`config.mk`:
```
export PLATFORM = sky130hd
export DESIGN_NAME = calc_controller
export DESIGN_NICKNAME = d
export VERILOG_FILES = /design/src/rtl/calc_pkg.sv /design/src/rtl/calc_alu_iter.sv /design/src/rtl/calc_controller.sv
export SDC_FILE = /design/constraint.sdc
export NUM_CORES = 1
export LEC_CHECK = 0
export ABC_AREA = 1
export BUFFER_PORTS_ARGS = -buffer_cell sky130_fd_sc_hd__buf_4
export CORE_UTILIZATION = 52
export CTS_CLUSTER_SIZE = 8
export DETAILED_ROUTE_END_ITERATION = 7
export HOLD_SLACK_MARGIN = 0.02
export PLACE_DENSITY = 0.69
export SYNTH_ARGS = -nofsm -noshare
export SYNTH_HDL_FRONTEND = slang
export SYNTH_SLANG_ARGS = --single-unit
```
`constraint.sdc`:
```
create_clock -name clk -period 4.8 [get_ports clk]
set_input_delay 0.24 -clock clk [delete_from_list [all_inputs] [get_ports clk]]
set_output_delay 0.24 -clock clk [all_outputs]
set_load 0.005 [all_outputs]
```
`src/rtl/calc_pkg.sv`:
```
// Shared constants and types for the keypad calculator controller.
// Key codes are row-major {row,col} as produced by the keypad scanner.
package calc_pkg;

   localparam int DIGITS   = 4;
   localparam int VAL_W    = 14;
   localparam int ACC_W    = 2 * VAL_W;
   localparam int BCD_W    = 4 * DIGITS;
   localparam int MAX_VAL  = 10 ** DIGITS - 1;
   localparam int ITERS    = VAL_W;

   localparam logic [VAL_W-1:0] ENTRY_LIM   = VAL_W'(10 ** (DIGITS - 1));
   localparam logic [BCD_W-1:0] ERR_DISPLAY = 16'hEEEE;

   localparam logic [3:0] KEY_1    = 4'h0;
   localparam logic [3:0] KEY_2    = 4'h1;
   localparam logic [3:0] KEY_3    = 4'h2;
   localparam logic [3:0] KEY_A    = 4'h3;
   localparam logic [3:0] KEY_4    = 4'h4;
   localparam logic [3:0] KEY_5    = 4'h5;
   localparam logic [3:0] KEY_6    = 4'h6;
   localparam logic [3:0] KEY_B    = 4'h7;
   localparam logic [3:0] KEY_7    = 4'h8;
   localparam logic [3:0] KEY_8    = 4'h9;
   localparam logic [3:0] KEY_9    = 4'hA;
   localparam logic [3:0] KEY_C    = 4'hB;
   localparam logic [3:0] KEY_ASS  = 4'hC;
   localparam logic [3:0] KEY_0    = 4'hD;
   localparam logic [3:0] KEY_HASH = 4'hE;
   localparam logic [3:0] KEY_D    = 4'hF;

   typedef enum logic [1:0] {
      ADD = 2'd0,
      SUB = 2'd1,
      MUL = 2'd2,
      DIV = 2'd3
   } op_t;

   typedef enum logic [1:0] {
      ENTRY_LHS,
      OP_WAIT,
      ENTRY_RHS,
      SHOW_RESULT
   } phase_t;

   typedef enum logic [1:0] {
      IDLE,
      EXEC,
      CONV
   } state_t;

   // One double-dabble correction pass: +3 on every nibble >= 5.
   function automatic logic [BCD_W-1:0] bcd_adjust(
      input logic [BCD_W-1:0] v
   );
      logic [BCD_W-1:0] r;
      for (int i = 0; i < DIGITS; i++) begin
         if (v[4*i +: 4] >= 4'd5)
            r[4*i +: 4] = v[4*i +: 4] + 4'd3;
         else
            r[4*i +: 4] = v[4*i +: 4];
      end
      return r;
   endfunction

endpackage

```
`src/rtl/calc_alu_iter.sv`:
```
// Arithmetic unit: single-cycle add/sub, 14-step shift-add multiply
// and 14-step restoring divide. The start edge performs the first step.
module calc_alu_iter
   import calc_pkg::*;
(
   input  logic             clk,
   input  logic             reset_in,
   input  logic             start,
   input  op_t              op,
   input  logic [VAL_W-1:0] a,
   input  logic [VAL_W-1:0] b,
   output logic             done,
   output logic [ACC_W-1:0] result,
   output logic             err
);

   localparam logic [3:0] LAST = 4'(ITERS - 1);

   logic             run;
   logic [3:0]       cnt;
   op_t              op_q;
   logic [ACC_W-1:0] acc;
   logic [ACC_W-1:0] mc;
   logic [VAL_W-1:0] mp;
   logic [VAL_W-1:0] dv;

   logic             is_mul;
   logic [ACC_W-1:0] s_acc;
   logic [ACC_W-1:0] s_mc;
   logic [VAL_W-1:0] s_mp;
   logic [VAL_W-1:0] s_dv;
   logic [VAL_W:0]   trial;
   logic [ACC_W-1:0] n_acc;
   logic [ACC_W-1:0] n_mc;
   logic [VAL_W-1:0] n_mp;
   logic [ACC_W-1:0] sum;

   assign sum = ACC_W'(a) + ACC_W'(b);

   // mp holds the multiplier (mul) or dividend/quotient (div)
   always_comb begin
      is_mul = start ? (op == MUL) : (op_q == MUL);
      s_acc  = start ? '0 : acc;
      s_mc   = start ? ACC_W'(a) : mc;
      s_mp   = start ? ((op == DIV) ? a : b) : mp;
      s_dv   = start ? b : dv;
      trial  = {s_acc[VAL_W-1:0], s_mp[VAL_W-1]};
      n_acc  = s_acc;
      n_mc   = s_mc;
      n_mp   = s_mp;
      if (is_mul) begin
         n_acc = s_acc + (s_mp[0] ? s_mc : '0);
         n_mc  = s_mc << 1;
         n_mp  = s_mp >> 1;
      end else if (trial >= {1'b0, s_dv}) begin
         n_acc = ACC_W'(trial - {1'b0, s_dv});
         n_mp  = {s_mp[VAL_W-2:0], 1'b1};
      end else begin
         n_acc = ACC_W'(trial);
         n_mp  = {s_mp[VAL_W-2:0], 1'b0};
      end
   end

   always_ff @(posedge clk) begin
      if (reset_in) begin
         run    <= 1'b0;
         cnt    <= '0;
         op_q   <= ADD;
         acc    <= '0;
         mc     <= '0;
         mp     <= '0;
         dv     <= '0;
         done   <= 1'b0;
         result <= '0;
         err    <= 1'b0;
      end else begin
         done <= 1'b0;
         if (start) begin
            op_q <= op;
            unique case (op)
               ADD: begin
                  result <= sum;
                  err    <= sum > ACC_W'(MAX_VAL);
                  done   <= 1'b1;
               end
               SUB: begin
                  result <= ACC_W'(a) - ACC_W'(b);
                  err    <= a < b;
                  done   <= 1'b1;
               end
               default: begin
                  acc <= n_acc;
                  mc  <= n_mc;
                  mp  <= n_mp;
                  dv  <= b;
                  cnt <= 4'd1;
                  run <= 1'b1;
               end
            endcase
         end else if (run) begin
            acc <= n_acc;
            mc  <= n_mc;
            mp  <= n_mp;
            cnt <= cnt + 4'd1;
            if (cnt == LAST) begin
               run    <= 1'b0;
               done   <= 1'b1;
               result <= is_mul ? n_acc : ACC_W'(n_mp);
               err    <= is_mul ? (n_acc > ACC_W'(MAX_VAL))
                                : (dv == '0);
            end
         end
      end
   end

endmodule

```
`src/rtl/calc_controller.sv`:
```
// Calculator sequencer: key edge detect, operand entry, ALU dispatch
// and double-dabble conversion of the displayed value.
module calc_controller
   import calc_pkg::*;
(
   input  logic             clk,
   input  logic             reset_in,
   input  logic [3:0]       key_code,
   input  logic             data_ready,
   output logic [BCD_W-1:0] data_out,
   output logic             busy,
   output logic             error
);

   localparam logic [3:0] LAST = 4'(ITERS - 1);

   state_t           state;
   phase_t           phase;
   phase_t           pend_phase;
   op_t              op;
   op_t              pend_op;
   logic [VAL_W-1:0] lhs;
   logic [VAL_W-1:0] rhs;
   logic             ready_q;
   logic [VAL_W-1:0] bin;
   logic [BCD_W-1:0] bcd;
   logic [3:0]       cnt;

   logic             is_digit;
   logic             is_op;
   logic             is_ce;
   logic             is_eq;
   logic [3:0]       digit;
   op_t              key_op;

   logic             ev;
   logic             go_conv;
   logic             go_exec;
   logic [VAL_W-1:0] n_lhs;
   logic [VAL_W-1:0] n_rhs;
   op_t              n_op;
   op_t              n_pend_op;
   phase_t           n_phase;
   phase_t           n_pend_phase;
   logic             n_err;
   logic [VAL_W-1:0] disp;

   logic                   alu_done;
   logic                   alu_err;
   logic [ACC_W-1:0]       alu_result;
   logic                   res_bad;
   logic [BCD_W+VAL_W-1:0] dd_next;

   assign ev      = data_ready && !ready_q && (state == IDLE);
   assign res_bad = alu_err || (|alu_result[ACC_W-1:VAL_W]);
   assign dd_next = {bcd_adjust(bcd), bin} << 1;

   always_comb begin
      is_digit = 1'b1;
      is_op    = 1'b0;
      is_ce    = 1'b0;
      is_eq    = 1'b0;
      digit    = 4'd0;
      key_op   = ADD;
      unique case (key_code)
         KEY_0:    digit = 4'd0;
         KEY_1:    digit = 4'd1;
         KEY_2:    digit = 4'd2;
         KEY_3:    digit = 4'd3;
         KEY_4:    digit = 4'd4;
         KEY_5:    digit = 4'd5;
         KEY_6:    digit = 4'd6;
         KEY_7:    digit = 4'd7;
         KEY_8:    digit = 4'd8;
         KEY_9:    digit = 4'd9;
         KEY_A:    begin is_digit = 1'b0; is_op = 1'b1; key_op = ADD; end
         KEY_B:    begin is_digit = 1'b0; is_op = 1'b1; key_op = SUB; end
         KEY_C:    begin is_digit = 1'b0; is_op = 1'b1; key_op = MUL; end
         KEY_D:    begin is_digit = 1'b0; is_op = 1'b1; key_op = DIV; end
         KEY_ASS:  begin is_digit = 1'b0; is_ce = 1'b1; end
         KEY_HASH: begin is_digit = 1'b0; is_eq = 1'b1; end
      endcase
   end

   // Next architectural state for an accepted key event in IDLE
   always_comb begin
      n_lhs        = lhs;
      n_rhs        = rhs;
      n_op         = op;
      n_phase      = phase;
      n_err        = error;
      n_pend_op    = op;
      n_pend_phase = phase;
      go_conv      = 1'b0;
      go_exec      = 1'b0;
      if (ev) begin
         unique case (1'b1)
            is_ce: begin
               go_conv = 1'b1;
               n_lhs   = '0;
               n_rhs   = '0;
               n_op    = ADD;
               n_phase = ENTRY_LHS;
               n_err   = 1'b0;
            end
            is_digit: begin
               go_conv = 1'b1;
               if (error) begin
                  n_err   = 1'b0;
                  n_lhs   = VAL_W'(digit);
                  n_rhs   = '0;
                  n_phase = ENTRY_LHS;
               end else begin
                  unique case (phase)
                     ENTRY_LHS:
                        if (lhs < ENTRY_LIM)
                           n_lhs = lhs * VAL_W'(10) + VAL_W'(digit);
                     SHOW_RESULT: begin
                        n_lhs   = VAL_W'(digit);
                        n_phase = ENTRY_LHS;
                     end
                     OP_WAIT: begin
                        n_rhs   = VAL_W'(digit);
                        n_phase = ENTRY_RHS;
                     end
                     ENTRY_RHS:
                        if (rhs < ENTRY_LIM)
                           n_rhs = rhs * VAL_W'(10) + VAL_W'(digit);
                  endcase
               end
            end
            default: begin
               if (!error) begin
                  if (phase == ENTRY_RHS) begin
                     go_exec      = 1'b1;
                     n_pend_op    = is_op ? key_op : op;
                     n_pend_phase = is_op ? OP_WAIT : SHOW_RESULT;
                  end else begin
                     go_conv = 1'b1;
                     if (is_op && !is_eq) begin
                        n_op    = key_op;
                        n_phase = OP_WAIT;
                     end
                  end
               end
            end
         endcase
      end
      disp = (n_phase == ENTRY_RHS) ? n_rhs : n_lhs;
   end

   calc_alu_iter u_alu (
      .clk      (clk),
      .reset_in (reset_in),
      .start    (go_exec),
      .op       (op),
      .a        (lhs),
      .b        (rhs),
      .done     (alu_done),
      .result   (alu_result),
      .err      (alu_err)
   );

   always_ff @(posedge clk) begin
      if (reset_in) begin
         state      <= IDLE;
         phase      <= ENTRY_LHS;
         pend_phase <= ENTRY_LHS;
         op         <= ADD;
         pend_op    <= ADD;
         lhs        <= '0;
         rhs        <= '0;
         ready_q    <= 1'b0;
         bin        <= '0;
         bcd        <= '0;
         cnt        <= '0;
         data_out   <= '0;
         busy       <= 1'b0;
         error      <= 1'b0;
      end else begin
         ready_q <= data_ready;
         unique case (state)
            IDLE: begin
               if (go_exec) begin
                  state      <= EXEC;
                  busy       <= 1'b1;
                  pend_op    <= n_pend_op;
                  pend_phase <= n_pend_phase;
               end else if (go_conv) begin
                  lhs   <= n_lhs;
                  rhs   <= n_rhs;
                  op    <= n_op;
                  phase <= n_phase;
                  error <= n_err;
                  bin   <= disp;
                  bcd   <= '0;
                  cnt   <= '0;
                  state <= CONV;
                  busy  <= 1'b1;
               end
            end
            EXEC: begin
               if (alu_done) begin
                  if (res_bad) begin
                     data_out <= ERR_DISPLAY;
                     error    <= 1'b1;
                     lhs      <= '0;
                     rhs      <= '0;
                     phase    <= ENTRY_LHS;
                     state    <= IDLE;
                     busy     <= 1'b0;
                  end else begin
                     lhs   <= alu_result[VAL_W-1:0];
                     op    <= pend_op;
                     phase <= pend_phase;
                     bin   <= alu_result[VAL_W-1:0];
                     bcd   <= '0;
                     cnt   <= '0;
                     state <= CONV;
                  end
               end
            end
            CONV: begin
               bcd <= dd_next[BCD_W+VAL_W-1:VAL_W];
               bin <= dd_next[VAL_W-1:0];
               cnt <= cnt + 4'd1;
               if (cnt == LAST) begin
                  data_out <= dd_next[BCD_W+VAL_W-1:VAL_W];
                  state    <= IDLE;
                  busy     <= 1'b0;
               end
            end
            default: state <= IDLE;
         endcase
      end
   end

endmodule

```
After elaboration in Yosys (flattened, before gate mapping)
Index checks and enable logic that the tools add are counted.
{"block": "totals", "register_bits": 212, "inputBits": 7, "out_inout_bits": 18}
{"block": "classes", "add_sub_neg": 12, "n_mul": 2, "n_lt_le_gt_ge": 10, "n_eq_ne": 41, "mux": 151, "bitwise_logic": 1, "n_reduce_logical": 33}
{"operator": "28-bit 2-to-1 mux", "n": 16}
{"operator": "14-bit 2-to-1 mux", "n": 26}
{"operator": "14-bit case mux with 2 select lines", "n": 6}
{"operator": "16-bit 2-to-1 mux", "n": 7}
{"operator": "2-bit 2-to-1 mux", "n": 32}
{"operator": "28-bit by 14-bit > comparator with 1-bit output, second input constant", "n": 2}
{"operator": "28-bit case mux with 2 select lines", "n": 1}
{"operator": "16-bit case mux with 3 select lines", "n": 1}
{"operator": "14-bit case mux with 3 select lines", "n": 1}
{"operator": "4-bit 2-to-1 mux", "n": 10}
{"operator": "1-bit 2-to-1 mux", "n": 37}
{"operator": "4-bit equality test, second input constant", "n": 9}
{"operator": "4-bit case mux with 9 select lines", "n": 1}
{"operator": "16-bit case mux with 2 select lines", "n": 1}
{"operator": "14-bit by 4-bit adder with 14-bit output", "n": 2}
{"operator": "28-bit adder", "n": 1}
{"operator": "14-bit by 10-bit less-than comparator with 1-bit output, second input constant", "n": 2}
{"operator": "14-bit by 3-bit multiplier with 13-bit output, second input constant", "n": 2}
{"operator": "2-bit case mux with 2 select lines", "n": 5}
{"operator": "2-bit inequality test, second input constant", "n": 9}
{"operator": "4-bit by 3-bit equality test with 1-bit output, second input constant", "n": 4}
{"operator": "4-bit by 3-bit >= comparator with 1-bit output, second input constant", "n": 4}
{"operator": "15-bit by 14-bit subtractor with 16-bit output", "n": 1}
{"operator": "14-bit by 14-bit adder with 15-bit output", "n": 1}
{"operator": "37 further kinds", "n": 69}

Logic depth before layout (Yosys ltp)
{"block": "depth", "depth_word": 15, "depth_mapped": 36, "depth_no_buf": 33}

By module
A second synthesis with hierarchy kept.
{"block": "hier_totals", "hier_cells": 2931, "area_unflattened_um2": 18245.0}
{"mod": "calc_alu_iter", "n_inst": 1, "cells_per_inst": 1773, "area_each_um2": 10749.1}
{"mod": "calc_controller", "n_inst": 1, "cells_per_inst": 1158, "area_each_um2": 7495.9}

Worst setup path before layout
Ideal clock, no wire load.
{"block": "synth_timing", "path_type": "register to register", "start": "register phase[0]", "end": "register u_alu.err", "setup_time_ns": 0.109, "arrival_ns": 4.299, "required_ns": 4.691, "slack_ns": 0.392, "path_stages_with_launch": 34, "synth_period_minus_slack_ns": 4.408, "cell_sequence": "dfxtp_1 > inv_1 > ha_1 > nand2_1 > nor2_4 > nand2_4 > inv_2 > buf_2 > clkbuf_1 > clkbuf_1 > buf_1 > nor2_1 > fa_1 > nand3_1 > nand2_1 > nand3_1 > nand2_1 > nand3_1 > nand3_1 > nand2_2 > nand2_4 > buf_6 > nand3b_1 > nor3_2 > nor2_2 > nand2_1 > nor2_1 > nand3_1 > nor2_1 > nand2_1 > nand3_1 > nand3_1 > nand2_1 > inv_1"}
{"block": "synth_between", "elab_chain_cells": 14, "elab_cells_between_ends": 25, "cone_classes": "add/sub (2); order compare (2); eq/ne (2); mux (16); reduce/logical (3)"}
{"item": "start, declared", "line": "calc_controller.sv:18", "rtl": "phase_t phase;"}
{"item": "start signal, assigned", "line": "calc_controller.sv:193", "rtl": "phase <= n_phase;"}
{"item": "start signal, assigned", "line": "calc_controller.sv:215", "rtl": "phase <= pend_phase;"}
{"item": "2-bit equality test *", "line": "calc_controller.sv:134", "rtl": "if (phase == ENTRY_RHS) begin"}
{"item": "1-bit 2-to-1 mux *", "line": "calc_controller.sv:134"}
{"item": "1-bit 2-to-1 mux *", "line": "calc_controller.sv:133", "rtl": "if (!error) begin"}
{"item": "1-bit 2-to-1 mux *", "line": "calc_controller.sv:97", "rtl": "unique case (1'b1)"}
{"item": "1-bit 2-to-1 mux *", "line": "calc_controller.sv:96", "rtl": "if (ev) begin"}
{"item": "28-bit 2-to-1 mux, or another cell as far along", "line": "calc_alu_iter.sv:44", "rtl": "s_mc = start ? ACC_W'(a) : mc;"}
{"item": "28-bit 2-to-1 mux, or another cell as far along", "line": "calc_alu_iter.sv:52", "rtl": "n_acc = s_acc + (s_mp[0] ? s_mc : '0);"}
{"item": "28-bit adder / 28-bit 2-to-1 mux (equally long branches)", "line": "calc_alu_iter.sv:52, calc_alu_iter.sv:55"}
{"item": "28-bit 2-to-1 mux", "line": "calc_alu_iter.sv:51", "rtl": "if (is_mul) begin"}
{"item": "28-bit by 14-bit > comparator with 1-bit output", "line": "calc_alu_iter.sv:109", "rtl": "err <= is_mul ? (n_acc > ACC_W'(MAX_VAL))"}
{"item": "1-bit 2-to-1 mux", "line": "calc_alu_iter.sv:109"}
{"item": "1-bit 2-to-1 mux", "line": "calc_alu_iter.sv:105", "rtl": "if (cnt == LAST) begin"}
{"item": "1-bit 2-to-1 mux", "line": "calc_alu_iter.sv:100", "rtl": "end else if (run) begin"}
{"item": "1-bit 2-to-1 mux", "line": "calc_alu_iter.sv:78", "rtl": "if (start) begin"}
{"item": "end signal, assigned", "line": "calc_alu_iter.sv:83", "rtl": "err <= sum > ACC_W'(MAX_VAL);"}
{"item": "end signal, assigned", "line": "calc_alu_iter.sv:88", "rtl": "err <= a < b;"}
{"item": "end signal, assigned", "line": "calc_alu_iter.sv:109"}
{"item": "end, declared", "line": "calc_alu_iter.sv:14", "rtl": "output logic err"}
Every way passes the cells marked *; elsewhere a longest branch is shown, timed or not. The select of a mux whose other input is x is not followed.
A chain may end at the register's enable or synchronous reset.

Final worst setup path
{"block": "layout_timing", "start": "register state[0]", "end": "register u_alu.err"}
{"block": "layout_between", "elab_chain_cells": 12, "elab_cells_between_ends": 23, "cone_classes": "add/sub (2); order compare (2); eq/ne (1); mux (13); reduce/logical (5)"}
{"item": "start, declared", "line": "calc_controller.sv:17", "rtl": "state_t state;"}
{"item": "start signal, assigned", "line": "calc_controller.sv:166", "rtl": "state <= IDLE;"}
{"item": "start signal, assigned", "line": "calc_controller.sv:185", "rtl": "state <= EXEC;"}
{"item": "start signal, assigned", "line": "calc_controller.sv:198", "rtl": "state <= CONV;"}
{"item": "2-bit zero test *", "line": "calc_controller.sv:54", "rtl": "assign ev = data_ready && !ready_q && (state == IDLE);"}
{"item": "1-bit logical AND *", "line": "calc_controller.sv:54"}
{"item": "1-bit 2-to-1 mux *", "line": "calc_controller.sv:96"}
{"item": "28-bit 2-to-1 mux, or another cell as far along", "line": "calc_alu_iter.sv:44"}
{"item": "28-bit 2-to-1 mux, or another cell as far along", "line": "calc_alu_iter.sv:52"}
{"item": "28-bit adder / 28-bit 2-to-1 mux (equally long branches)", "line": "calc_alu_iter.sv:52, calc_alu_iter.sv:55"}
{"item": "28-bit 2-to-1 mux", "line": "calc_alu_iter.sv:51"}
{"item": "28-bit by 14-bit > comparator with 1-bit output", "line": "calc_alu_iter.sv:109"}
{"item": "1-bit 2-to-1 mux", "line": "calc_alu_iter.sv:109"}
{"item": "1-bit 2-to-1 mux", "line": "calc_alu_iter.sv:105"}
{"item": "1-bit 2-to-1 mux", "line": "calc_alu_iter.sv:100"}
{"item": "1-bit 2-to-1 mux", "line": "calc_alu_iter.sv:78"}
Marked as above.

==> summary.md <==
| Metric | Value |
|---|---|
| Most frequent cells in the layout | nand2_1, inv_1, o21ai_0 |
| Ranking of synthesized cells by area | dfxtp_1, nand2_1, ha_1 |
| Slowest-stage cell, CP | ha_1 |
| Syn Nets | 2845 |
| Relative slew slack | between 20% and 30% |
| FILL cells | ~3300 |
| #FFs+latches synth | 212 |
| Crit path time final | 4.35 ns |
| Pleak | 8.53 nW |
| Reg power frac | 31.4% |
| Combinational power share | roughly two fifths |
| Final period utilization | 90.7% |
| Num Clock Sinks | 212 |
| Vias in the first global route | 17600 |
| Skew final | 0.0160 ns |
| HP Class | input pin to flip-flop |
| Final hold vios | 0 |
| Routed Antenna Nets | 0 |
| Share of flip-flops with an asynchronous set or reset | 0% |
| Cell variety after synth | 63 |
| Die area | 34300 um2 |
| Port bufs | 24 |
| Pins over their slew limit | 0 |
| # Post-CTS Setup Buffers | 0 |
| CTS tree | built |
| Hold Crit Start | key_code[1] |
| Most common library cell in the layout ignoring fill and taps | nand2_1 |
| Simple-Gate Fraction of Synth Area | 27.7% |
| DRT Wirelength | 62900 um |
| Crit start category | flip-flop |
| Gp weighted congestion | 1.06 |
| Ratio of cells with drive above 1 in the final layout | 8.37% |
| Core ar. | 32800 um2 |
| Die width | 185 um |
| Area leader, netlist | dfxtp_1 |
| Top cell by count, worst path | inv_1 |
| DR pass1 iterations | 6 |
| Dpl hpwl | 47100 um |
| DRC | 0 |
| RSZ-0062 raised after global routing | false |
| Initial DRC count | 1800 |
| Cell area after synthesis | around 17000 um2 |
| Overall power | 7.00 mW |
| Post-synth top area share | 24.3% |
| Clock buffer depth | 3 |
| Critical Path End Type | flip-flop |
| CTS H-tree lvls | 1 |
| Post-Synthesis Cells | around 2700 |
| Reg clk slew, reported paths | 0.06 ns |
| Top FF cell, synth | dfxtp_1 |
| Gr usage total | 37.0% |
| P per Cell Area | roughly 370 nW/um2 |
| Run status | completed |
| Compound-gate portion of the synthesized area | 24.9% |
| First-pass GRT wire length | about 98000 um |
| Worst Setup Path Type | flip-flop to flip-flop |
| Vias/cell | between 6 and 7 |
| Wire length per cell | 20.1 um |
| Worst-Margin Slew | 1.17 ns |
| Clk Latency, worst-skew pair | 0.58 ns |
| Switching part of the total | 42.2% |
| Combinational family with the most area after synthesis | simple AND/OR/NAND/NOR gates |
| CP peak stage delay | roughly 0.38 ns |
| Max frequency | 230 MHz |
| Hold slack | 0.119 ns |
| Data arrival, critical path | 4.83 ns |
| Grt total ovfl | 0 |
| Worst vdd ir | 0.366 mV |
| Antenna violations before repair | 1 |
| CP required | around 5.3 ns |
| IO Pins | 25 |
| Syn_area_per_cell | 6.44 um2 |
| Largest net degree at the start of global routing | 102 |
| Pint | roughly 4.0 mW |
| Critical path startpoint | state[0] |
| Warnings from Yosys | 0 |
| Register area share after synthesis | 24.3% |
| Rows | 66 |
| Post-synth EDFFs | 0 |
| Synth Area in Adders | 9.85% |
| Multiplexer area fraction after synthesis | 0% |
| Final setup violating endpoints | 0 |
| Finished Core Util | 57.4% |
| Layout Area Growth over Synthesis | 8.01% |
| CP max FO | 27 |
| Reg2reg start | state[0] |
| Clock power share | 27.4% |
| Setup TNS | 0 ns |
| Xor-xnor portion of the synthesized cell area | 2.51% |
| Die Height | 185 um |
| Via count | 18800 |
| Ant. Diodes | 0 |
| Max-Cap Viols | 0 |
| Clock root buffer | clkbuf_16 |
| Final #Nets | around 2800 |
| CTS Buf Count | 30 |
| Initial Util | 53.2% |
| Switching power | 2.95 mW |
[cells in the mapped netlist, drive strengths merged, types with 4 or more instances]
cell / instances
nand2: 569
inv: 361
o21ai: 283
nor2: 252
a21oi: 235
dfxtp: 212
nand3: 185
ha: 126
clkbuf: 95
o21bai: 42
a31oi: 37
xor2: 37
o211ai: 36
nand4: 25
buf: 23
nor3: 21
a221oi: 18
a211oi: 17
or2: 15
xnor2: 13
o221a: 11
o22ai: 10
a22oi: 8
nand3b: 8
nor4: 8
fa: 7
o21a: 7
o221ai: 6
o31ai: 5
a21o: 4
a31o: 4
[worst max-delay path, delay by kind of cell (launching register included)]
family | cells | cell delay, ns
adders and majority gates | 2 | 0.63
and+or+nand+nor | 16 | 1.62
DFF | 1 | 0.33
buffers and inverters | 6 | 0.78
AOI/OAI and AO/OA | 5 | 0.89
[power groups by stage]
stage	registers, mW	clock network, mW	logic (mW)
2_1_floorplan	2.15	0	1.97
3_3_place_gp	2.22	0	2.78
3_5_place_dp	2.22	0	2.81
4_1_cts	2.19	1.95	2.83
5_1_grt	2.21	2.02	3.18
6_report	2.20	1.92	2.88
[area by class of cell]
type                       count  area (um2)  share of cell area (%)
inverter                     364        1370                    7.27
clock inverter                 1        30.0                   0.159
clock buffer                  33         772                    4.10
timing repair buffer          66         527                    2.80
tap                          442         553                    2.94
sequential                   212        4240                    22.5
multi-input combinational   2011       11300                    60.2
[state kept, by name, summed over array words and instances (netlist names), 2 cells and up]
signal,flops
u_alu.dv,14
u_alu.cnt,4
bcd,16
data_out,16
u_alu.mp,14
u_alu.mc,28
pend_phase,2
cnt,4
phase,2
state,2
bin,14
rhs,14
u_alu.result,28
op,2
u_alu.acc,28
u_alu.op_q,2
lhs,14
pend_op,2
[cells by family after synthesis]
kind of cell,after synthesis
simple gates,1090
buf+inv,482
fa+ha+maj,133
flops,212
compound gates,738
xor+xnor,50
[stage by stage]
step           area [um2]  instances  setup slack [ns]
3_3_place_gp        18000       3093             0.446
6_report            18800       3129             0.448
4_1_cts             18800       3129             0.340
3_5_place_dp        18000       3093             0.348
5_1_grt             18800       3129            0.0114
2_1_floorplan       17400       2705             0.392
[what timing repair did]
action,in CTS,in global routing
hold endpoints to repair,3,0
setup endpoints to repair,0,2
hold buffers,2,0
gates resized for setup,0,9
[final timing paths]
path	endpoint	slack, ns	cells after the start
setup / recovery	u_alu.err	0.45	29
hold / removal	pend_op[1]	0.12	4
setup reg to reg	u_alu.err	0.45	29
hold reg to reg	data_out[12]	0.46	2
[metal layers]
layer  vias to the layer above  GRT usage [%]  share of wire [%]
met5                         -              0                  0
met4                         0           22.0                6.4
met3                       214           5.03                7.7
met2                       894           59.6                 45
met1                      8723           46.9                 41
li1                       9011              -                  -
No activity file was read; power rests on OpenSTA's default activity.
